$ cat src/rtl/dcache_mshr.sv
// Purpose: data-cache miss status holding registers, one entry per memory tag; optional block merging under DCACHE_MSHR_MERGE_EN.
// Latency: accept/merge/fill outputs are combinational (zero cycle); entry, busy_count and proto_err update at the next clock edge.
// Backpressure: none held internally; a rejected command (response 0) is simply not recorded and the controller retries.

`ifndef DCACHE_INDEX_SIZE
`define DCACHE_INDEX_SIZE 5
`endif
`ifndef DCACHE_TAG_SIZE
`define DCACHE_TAG_SIZE 8
`endif

module dcache_mshr #(
    parameter int NUM_TAGS    = 15,
    parameter int OFFSET_BITS = 3
) (
    input  logic                          clock,
    input  logic                          reset,
    input  logic                          alloc_valid,
    input  logic [63:0]                   alloc_addr,
    input  logic                          alloc_is_store,
    input  logic [3:0]                    Dmem2proc_response,
    input  logic [3:0]                    Dmem2proc_tag,
    output logic                          alloc_accept,
    output logic                          alloc_merged,
    output logic                          fill_valid,
    output logic [63:0]                   fill_addr,
    output logic [`DCACHE_INDEX_SIZE-1:0] fill_index,
    output logic [`DCACHE_TAG_SIZE-1:0]   fill_tag,
    output logic                          fill_is_store,
    output logic                          full,
    output logic [3:0]                    busy_count,
    output logic                          proto_err
);

    // Entry storage; tag 0 has no entry, so arrays start at 1.
    logic [NUM_TAGS:1] valid_q;
    logic [NUM_TAGS:1] store_q;
    logic [63:0]       addr_q [1:NUM_TAGS];
    logic [3:0]        cnt_q;
    logic              err_q;

    logic [NUM_TAGS:1] fill_oh;     // entry completing this cycle (valid and tag match)
    logic [NUM_TAGS:1] resp_oh;     // entry addressed by the granted tag
    logic [63:0]       fill_addr_sel;
    logic              fill_store_sel;
    logic              fill_hit;
    logic              alloc_write;
    logic              overwrite;
    logic              bad_tag_err;
    logic              inc;
    logic              dec;

    // Decode both tags to one-hot entry selects and mux out the completing entry.
    always_comb begin
        fill_oh        = '0;
        resp_oh        = '0;
        fill_addr_sel  = '0;
        fill_store_sel = 1'b0;
        for (int i = 1; i <= NUM_TAGS; i++) begin
            resp_oh[i] = (Dmem2proc_response == 4'(i));
            fill_oh[i] = (Dmem2proc_tag == 4'(i)) && valid_q[i];
            if (fill_oh[i]) begin
                fill_addr_sel  = addr_q[i];
                fill_store_sel = store_q[i];
            end
        end
    end

    assign fill_hit = |fill_oh;

`ifdef DCACHE_MSHR_MERGE_EN
    logic [NUM_TAGS:1] merge_hit;

    // An outstanding entry for the same block absorbs the miss, unless it is retiring this cycle.
    always_comb begin
        merge_hit = '0;
        for (int i = 1; i <= NUM_TAGS; i++) begin
            merge_hit[i] = valid_q[i] && !fill_oh[i] &&
                           (addr_q[i][63:OFFSET_BITS] == alloc_addr[63:OFFSET_BITS]);
        end
    end

    assign alloc_merged = alloc_valid & (|merge_hit) & ~reset;
`else
    assign alloc_merged = 1'b0;
`endif

    assign alloc_accept = alloc_valid & (Dmem2proc_response != 4'd0) & ~alloc_merged & ~reset;
    // A granted tag outside 1..NUM_TAGS has no entry to write; it is flagged as an error instead.
    assign alloc_write  = alloc_accept & (|resp_oh);
    // Reusing a live tag is a memory-side fault, except when that tag retires in the same cycle.
    assign overwrite    = alloc_write & (|(resp_oh & valid_q & ~fill_oh));
    assign bad_tag_err  = ((Dmem2proc_tag != 4'd0) & ~fill_hit) | (alloc_accept & ~(|resp_oh));
    assign inc          = alloc_write & ~overwrite;
    assign dec          = fill_hit;

    // Valid bits, occupancy counter and sticky error flag.
    always_ff @(posedge clock) begin
        if (reset) begin
            valid_q <= '0;
            cnt_q   <= '0;
            err_q   <= 1'b0;
        end else begin
            for (int i = 1; i <= NUM_TAGS; i++) begin
                if (alloc_write && resp_oh[i]) begin
                    valid_q[i] <= 1'b1;
                end else if (fill_oh[i]) begin
                    valid_q[i] <= 1'b0;
                end
            end
            cnt_q <= cnt_q + 4'(inc) - 4'(dec);
            if (overwrite || bad_tag_err) begin
                err_q <= 1'b1;
            end
        end
    end

    // Entry payload; contents are meaningless while the valid bit is clear, so no reset.
    always_ff @(posedge clock) begin
        for (int i = 1; i <= NUM_TAGS; i++) begin
            if (alloc_write && resp_oh[i]) begin
                addr_q[i]  <= alloc_addr;
                store_q[i] <= alloc_is_store;
            end
`ifdef DCACHE_MSHR_MERGE_EN
            else if (alloc_merged && merge_hit[i]) begin
                store_q[i] <= store_q[i] | alloc_is_store;
            end
`endif
        end
    end

    assign fill_valid    = fill_hit & ~reset;
    assign fill_addr     = fill_valid ? fill_addr_sel : 64'd0;
    assign fill_is_store = fill_valid & fill_store_sel;
    assign fill_index    = fill_addr[OFFSET_BITS +: `DCACHE_INDEX_SIZE];
    assign fill_tag      = fill_addr[OFFSET_BITS + `DCACHE_INDEX_SIZE +: `DCACHE_TAG_SIZE];

    assign busy_count = reset ? 4'd0 : cnt_q;
    assign full       = ~reset & (cnt_q == 4'(NUM_TAGS));
    assign proto_err  = ~reset & err_q;

endmodule

$ cat config.mk
export PLATFORM = sky130hd
export DESIGN_NAME = dcache_mshr
export DESIGN_NICKNAME = d
export VERILOG_FILES = /design/src/rtl/dcache_mshr.sv
export SDC_FILE = /design/constraint.sdc
export NUM_CORES = 1
export LEC_CHECK = 0
export BUFFER_PORTS_ARGS = -buffer_cell sky130_fd_sc_hd__buf_2
export CAP_MARGIN = 20
export CORE_MARGIN = 1
export CORE_UTILIZATION = 40
export CTS_CLUSTER_SIZE = 10
export DETAILED_ROUTE_END_ITERATION = 8
export PLACE_DENSITY = 0.68
export SKIP_CTS_REPAIR_TIMING = 1
export SLEW_MARGIN = 30
export SYNTH_ARGS = -nofsm -noshare
export SYNTH_HDL_FRONTEND = slang
export SYNTH_SLANG_ARGS = --single-unit
$ cat constraint.sdc
create_clock -name clock -period 15.4 [get_ports clock]
set_input_delay 3.08 -clock clock [delete_from_list [all_inputs] [get_ports clock]]
set_output_delay 3.08 -clock clock [all_outputs]
set_load 0.05 [all_outputs]
# Word-level counts from Yosys, hierarchy flattened

Memory sizes are Yosys's and may differ from the RTL's.
Cells that the tools add are included.

$add $sub $neg: 2
Eq/ne operators: 31
Muxes and demuxes: 134
Bitwise logic cells: 19
Reductions and logical operators: 65

Operator list:

| kind                 | count |
|---|---|
| $mux W64             | 30 |
| $reduce_or A64 Y1    | 14 |
| $mux W1              | 89 |
| $eq A4 B4 Y1 const B | 17 |
| $mux W4              | 15 |
| $reduce_or A15 Y1    | 3 |
| $eq A4 B3 Y1 const B | 8 |
| $and A15 B15 Y15     | 2 |
| $logic_and A1 B1 Y1  | 30 |
| $reduce_bool A2 Y1   | 15 |
| $eq A4 B2 Y1 const B | 4 |
| $not A15 Y15         | 1 |
| $and A1 B1 Y1        | 11 |
| $eq A4 B1 Y1 const B | 2 |
| $reduce_bool A4 Y1   | 2 |
| $add A4 B1 Y4        | 1 |
| $not A1 Y1           | 4 |
| $sub A4 B1 Y4        | 1 |
| $logic_or A1 B1 Y1   | 1 |
| $or A1 B1 Y1         | 1 |

Register bits: 35
RAM bits: 960
Input port bits: 76
Output and inout port bits: 87
Logic and storage cells: 284
Memories: 1

Memories:

| memory | depth | width | read ports | clocked after memory_dff | write ports | line | text |
|---|---|---|---|---|---|---|---|
| addr_q | 15    | 64    | 15         | 0                        | 1           | 38   | `logic [63:0] addr_q [1:NUM_TAGS];` |

# Logic depth before layout (Yosys ltp)

Gate-level depths: netlist of the first run.

Depth after elaboration: 22
Depth in mapped cells: 16
Mapped depth without buffers: 13

# Worst setup path before layout of the first run

OpenSTA, ideal clock, no wires.

Kind: input-to-output
Start point: in Dmem2proc_tag[2]
End point: out fill_tag[3]
Data arrival time: 7.467 ns
Required time: 12.320 ns
Slack: 4.853 ns
Stages: 10
Buffers on the path: 4
Path through: buf_4 nor3b_1 and3_1 clkbuf_2 buf_2 a221oi_1 a31oi_1 o221ai_1 a2111oi_0 buf_4

Cells in the longest elaborated chain, start to end: 18
Elaborated cells between the ends (all ways): 48
Classes of those cells: eq/ne (15); mux (16); bitwise (1); reduce/logical (16)

Ends and longest elaborated chain:

| element                 | line | text |
|---|---|---|
| from (decl)             | 22   | `input logic [3:0] Dmem2proc_tag,` |
| $eq A4 B1 Y1            | 61   | `fill_oh[i] = (Dmem2proc_tag == 4'(i)) && valid_q[i];` |
| $logic_and A1 B1 Y1     | 61   |  |
| $mux W64 (15 in series) | 62   | `if (fill_oh[i]) begin` |
| $mux W64 (*)            | 134  | `assign fill_addr = fill_valid ? fill_addr_sel : 64'd0;` |
| to (decl)               | 28   | `` output logic [`DCACHE_TAG_SIZE-1:0] fill_tag, `` |

Every way passes the cells marked *; elsewhere a longest branch is shown, timed or not.

# Worst setup path in the final report of the first run

Start point: in Dmem2proc_tag[1]
End point: out fill_is_store

Cells in the longest elaborated chain, start to end: 18
Elaborated cells between the ends (all ways): 48
Classes of those cells: eq/ne (15); mux (15); bitwise (2); reduce/logical (16)

Ends and longest elaborated chain:

| element                | line | text |
|---|---|---|
| $eq A4 B1 Y1           | 61   |  |
| $logic_and A1 B1 Y1    | 61   |  |
| $mux W1 (15 in series) | 62   |  |
| $and A1 B1 Y1 (*)      | 135  | `assign fill_is_store = fill_valid & fill_store_sel;` |
| to (decl)              | 29   | `output logic fill_is_store,` |

Marked as above.

==> impl_metrics.toml, run 1 <==
[status]
outcome = "completed"

[sta]
min_period_ns = 10.57
hold_ws_ns = 0.531
slew_headroom_pct = 31.0
finalCritPeriodShare_pct = 68.6
setup_viol = 0
tns_ns = 0
rsz0062_at_grt = "false"
max_freq_mhz = 94.6
worst_slew_pin_slew_ns = 1.04
finClkSkew_ns = 0.00879
hold_viol = 0
setup_ws_ns = 4.83
slew_violations = 0

[routing]
drcViolationCount = 0
wl_per_cell_um = 28.2
num_vias = 23000
via_per_inst = 6.19
dr.pass1.iters = 8
postRouteAntennaNets = 0
drt_iter0_drc = 3306
drt_wl_total_um = 105000

[worst_hold_path]
whs_path_depth = 2
min_from = "valid_q[10]$_SDFFE_PP0P_"
hp-class = "reg -> reg"
hold_end = "valid_q[10]$_SDFFE_PP0P_"

[finish]
final_cell_mix = "edfxtp_1 (975), a22oi_1 (161), buf_2 (161)"
drive_gt1_share_pct = 15.6
n_fill_cell = 7812
fin_util_pct = 45.9
seqCellArea_um2 = 29700
nets = 2490
final_area_um2 = 42800
synthToLayoutAreaGrowth_pct = 13.8
fin_cells = 3709
multi_input_area_um2 = 7260
final_common_cell = "edfxtp_1"

[placed_design]
pre_cts_ws_ns = 4.93
port_buffers = 161
post-dp-hpwl_um = 55700
dpl_cell_area_um2 = 39700
routabilityCongestion = 0.848
placed_cells = 3548

[yosys]
yosys-top-cells-area = "edfxtp_1 (78%), a22oi_1 (3.2%), o22ai_1 (1.7%)"
ys_ff_latch = 995
yosysTopAreaCell = "edfxtp_1"
postSynthCellCount = 2264
synth_top_area_share_pct = 77.8
avgSynthCellArea_um2 = 16.6
synth_ff_type = "edfxtp_1"
synth_area_um2 = 37600
synth-warning-count = 0
synth_edf_count = 975
ys_seq_area_share_pct = 78.9
ys_types = 73
synth_nets = 2346
async_flop_share_pct = 0

[setup_path]
crit_type = "in -> out"
crit_path_max_fanout = 45
r2r-end = "cnt_q[2]$_SDFF_PP0_"
end_kind = "output port"
ff2ff_path_depth = 10
required_ns = 12.32
startpoint_type = "primary input"
rrSetupSlack_ns = 12.01
r2r-start = "valid_q[2]$_SDFFE_PP0P_"
arrival_ns = 7.49

[global_routing]
grt_max_degree = 66
grt_antenna_before_repair = 12
grt_pass1_wl_um = 151000
grt_usage_pct = 21.6
overflow = 0
grt_pass1_vias = 22800
busiest_layer = "met2"
met2_usage_pct = 35.1
met1_usage_pct = 28.7
use_met3_pct = 4.56

[die]
die_y_um = 309
core_area_um2 = 93200
row_count = 112
io_pins = 163
die_area_um2 = 95300
start_util_pct = 40.4
die_w_um = 309

[clocking]
cts.clk_slew.worst_paths_ns = 0.06
htree_levels = 3
cts_made_buffers = 110
clock_sinks = 995
clk_latency_ns = 0.68
clockBufferDepth = 3
cts_tree = "yes"
clockRootBuffer = "clkbuf_16"

[pwr]
leakagePower_nw = 13.5
finalPower_mw = 5.44
power_density_nw_per_um2 = 127
ir_worst_vdd_uv = 100

[job]
cap_violations = 0
==> layer usage <==
metal | vias up | part of all wire (%)
met2 | 1481 | 48
met5 | - | 0.056
met3 | 225 | 11
met1 | 11600 | 38
li1 | 9642 | -
met4 | 8 | 3.1
==> worst max-delay path: stages <==
cell,delay (ns)
buf_2,0.52
nor4b_1,0.37
and2_2,0.57
buf_4,0.67
or4bb_1,0.28
o21ai_4,0.07
buf_4,0.39
inv_2,0.67
o21ai_0,0.20
a211oi_1,0.28
buf_2,0.32
==> cells in the mapped netlist (15+ instances only) <==
cell type	instances
a2111oi_0	33
a21oi_1	84
edfxtp_1	975
o22ai_1	105
nand2_1	58
buf_4	26
a31oi_1	21
a22oi_1	161
a222oi_1	42
a211oi_1	15
and3_1	22
clkbuf_1	90
buf_1	15
o21ai_0	95
nand3_1	57
nor2_1	104
a221oi_1	43
o211ai_1	19
nor3_1	38
dfxtp_1	20
a221o_1	17
nor4_1	15
buf_2	38
==> state kept, by name (all words and copies together), names as in the netlist <==
register,cells
addr_q,960
err_q,1
cnt_q,4
store_q,15
valid_q,15
==> power breakdown <==
group / leakage, nW / total [mW] / switching (mW) / internal [mW]
clock: 1.48 / 2.30 / 0.989 / 1.32
sequential: 8.95 / 3.02 / 0.0104 / 3.01
combinational: 3.10 / 0.112 / 0.0875 / 0.0249
==> layout make-up <==
class	count	share of cell area, %
Sequential cell	995	69.4
Multi-Input combinational cell	1086	17.0
Clock buffer	149	6.90
Tap cell	1254	3.67
Timing Repair Buffer	204	2.78
Clock inverter	7	0.228
Inverter	11	0.0965
Antenna cell	3	0.0175
==> kinds of logic after synthesis <==
family / after synthesis / share of synthesized area (%)
and+or+nand+nor: 361 / 4.83
buffers and inverters: 183 / 2.26
xor gates and xnor gates: 4 / 0.0932
other: 1 / 0.00997
adders and majority gates: 6 / 0.220
muxes: 10 / 0.306
DFF: 995 / 78.9
AOI/OAI and AO/OA: 704 / 13.4
==> how the worst max path moves through the flow <==
stage                startpoint            end  slack [ns]  depth (start not counted)
3_3_place_gp   Dmem2proc_tag[1]  fill_is_store        5.07                         11
2_1_floorplan  Dmem2proc_tag[2]    fill_tag[3]        4.85                         10
3_5_place_dp   Dmem2proc_tag[1]  fill_is_store        4.93                         11
5_1_grt        Dmem2proc_tag[1]  fill_is_store        4.62                         11
4_1_cts        Dmem2proc_tag[1]  fill_is_store        4.91                         11
6_report       Dmem2proc_tag[1]  fill_is_store        4.83                         11
Note: power is estimated with default switching activity, not from simulation.
==> run 2: changes to the inputs <==
PLACE_DENSITY = 0.7   (was 0.68)
clock period = 8.8 ns   (was 15.4 ns; I/O delays follow)
==> impl_metrics.toml, run 2 (synthesis results as in run 1) <==
[finish]
final_area_um2 = 42800
multi_input_area_um2 = 7270
final_cell_mix = "edfxtp_1 (975), a22oi_1 (161), buf_2 (161)"
final_common_cell = "edfxtp_1"
n_fill_cell = 7774
antennaDiodeCount = 0
drive_gt1_share_pct = 16.2
largestRegisters = "addr_q: 960 flops, store_q: 15 flops, valid_q: 15 flops"
largest_register_ffs = 960
nets = 2502
seqCellArea_um2 = 29700
largest-register = "addr_q"
synthToLayoutAreaGrowth_pct = 13.9

[status]
failed_checks = "design-rule violations"
outcome = "complete, but fails checks"

[setup_path]
required_ns = 7.04
ff2ff_path_depth = 11
r2r-end = "cnt_q[2]$_SDFF_PP0_"
endpoint = "fill_addr[3]"
arrival_ns = 5.61
startpoint_type = "primary input"
crit_type = "in -> out"
r2r-start = "valid_q[13]$_SDFFE_PP0P_"
crit_start = "Dmem2proc_tag[1]"
rrSetupSlack_ns = 5.47
crit_path_max_fanout = 39
end_kind = "output port"

[routing]
num_vias = 23000
drt_wl_total_um = 104000
drt_iter0_drc = 3378
drcViolationCount = 1
dr.pass1.iters = 9
via_per_inst = 6.22
postRouteAntennaNets = 0
wl_per_cell_um = 28.2

[sta]
min_period_ns = 7.37
max_freq_mhz = 136
hold_ws_ns = 0.555
slew_headroom_pct = 29.5
rsz0062_at_grt = "false"
tns_ns = 0
setup_viol = 0
finClkSkew_ns = 0.00726
slew_violations = 0
hold_viol = 0
finalCritPeriodShare_pct = 83.8
worst_slew_pin_slew_ns = 1.06

[pwr]
p_seq_share_pct = 55.8
p_sw_share_pct = 20.0
switchingPower_mw = 1.90
p_int_mw = 7.57
leakagePower_nw = 13.6
p_clk_share_pct = 42.1
ir_worst_vdd_uv = 183
power_density_nw_per_um2 = 221
combPwrFrac_pct = 2.1

[placed_design]
port_buffers = 161
routabilityCongestion = 0.868
post-dp-hpwl_um = 57400
dpl_cell_area_um2 = 39700

[die]
core_area_um2 = 93200
io_pins = 163
start_util_pct = 40.4
die_area_um2 = 95300
die_y_um = 309
row_count = 112
die_w_um = 309

[clocking]
cts_made_buffers = 111
htree_levels = 3
cts_tree = "yes"
clockRootBuffer = "clkbuf_16"
clockBufferDepth = 3
clock_sinks = 995
cts.clk_slew.worst_paths_ns = 0.06
clk_latency_ns = 0.68

[global_routing]
grt_pass1_wl_um = 151000
grt_antenna_before_repair = 8
grt_max_degree = 67
overflow = 0
grt_pass1_vias = 23000
grt_usage_pct = 21.6

[job]
cap_violations = 0

[worst_hold_path]
hp-class = "reg -> reg"
-- run 2: final cells by class --
type,count,share of cell area [%]
Clock buffer,126,6.64
Clock inverter,12,0.391
Inverter,11,0.0964
Multi-Input combinational cell,1086,17.0
Sequential cell,995,69.3
Tap cell,1254,3.66
Timing Repair Buffer,215,2.94
-- run 2: worst min-delay path by stage --
stage	from	depth (start not counted)	end	slack, ns
final	valid_q[10]$_SDFFE_PP0P_	2	valid_q[10]$_SDFFE_PP0P_	0.56
after global routing	valid_q[14]$_SDFFE_PP0P_	1	valid_q[14]$_SDFFE_PP0P_	0.59
after CTS	valid_q[10]$_SDFFE_PP0P_	2	valid_q[10]$_SDFFE_PP0P_	0.54
after detailed placement	valid_q[10]$_SDFFE_PP0P_	2	valid_q[10]$_SDFFE_PP0P_	0.53
after global placement	valid_q[10]$_SDFFE_PP0P_	2	valid_q[10]$_SDFFE_PP0P_	0.51
after floorplan	valid_q[2]$_SDFFE_PP0P_	2	valid_q[2]$_SDFFE_PP0P_	0.48
-- run 2: power by group through the flow --
stage          Combinational (mW)  Clock [mW]  Sequential, mW
3_3_place_gp                0.183           0            5.38
3_5_place_dp                0.193           0            5.38
6_report                    0.198        3.99            5.28
4_1_cts                     0.194        4.02            5.28
2_1_floorplan              0.0836           0            5.38
5_1_grt                     0.213        4.21            5.29
-- run 2: per-layer routing --
metal / global-route usage, % / share of wire [%] / vias up
li1: - / - / 9647
met2: 34.9 / 47 / 1624
met4: 7.57 / 3.0 / 8
met1: 28.9 / 37 / 11500
met3: 4.59 / 12 / 195
met5: 0 / 0.041 / -
-- run 2: worst max-delay path, cell delays in order --
cell,delay [ns]
buf_2,0.52
and3b_1,0.27
o211a_1,0.22
buf_4,0.28
or4_4,0.61
o21ai_4,0.63
buf_4,0.60
a211o_1,0.17
o31ai_1,0.20
buf_2,0.31
-- run 2: metrics by stage --
stage	setup WS [ns]	power [mW]	util, %	std cells
detailed placement	1.48	5.57	42.7	3559
CTS	1.48	9.50	45.9	3697
floorplan	0.893	5.46	-	2264
finish	1.43	9.47	46.0	3699
global route	1.13	9.71	46.0	3699
global placement	1.57	5.56	42.6	3559
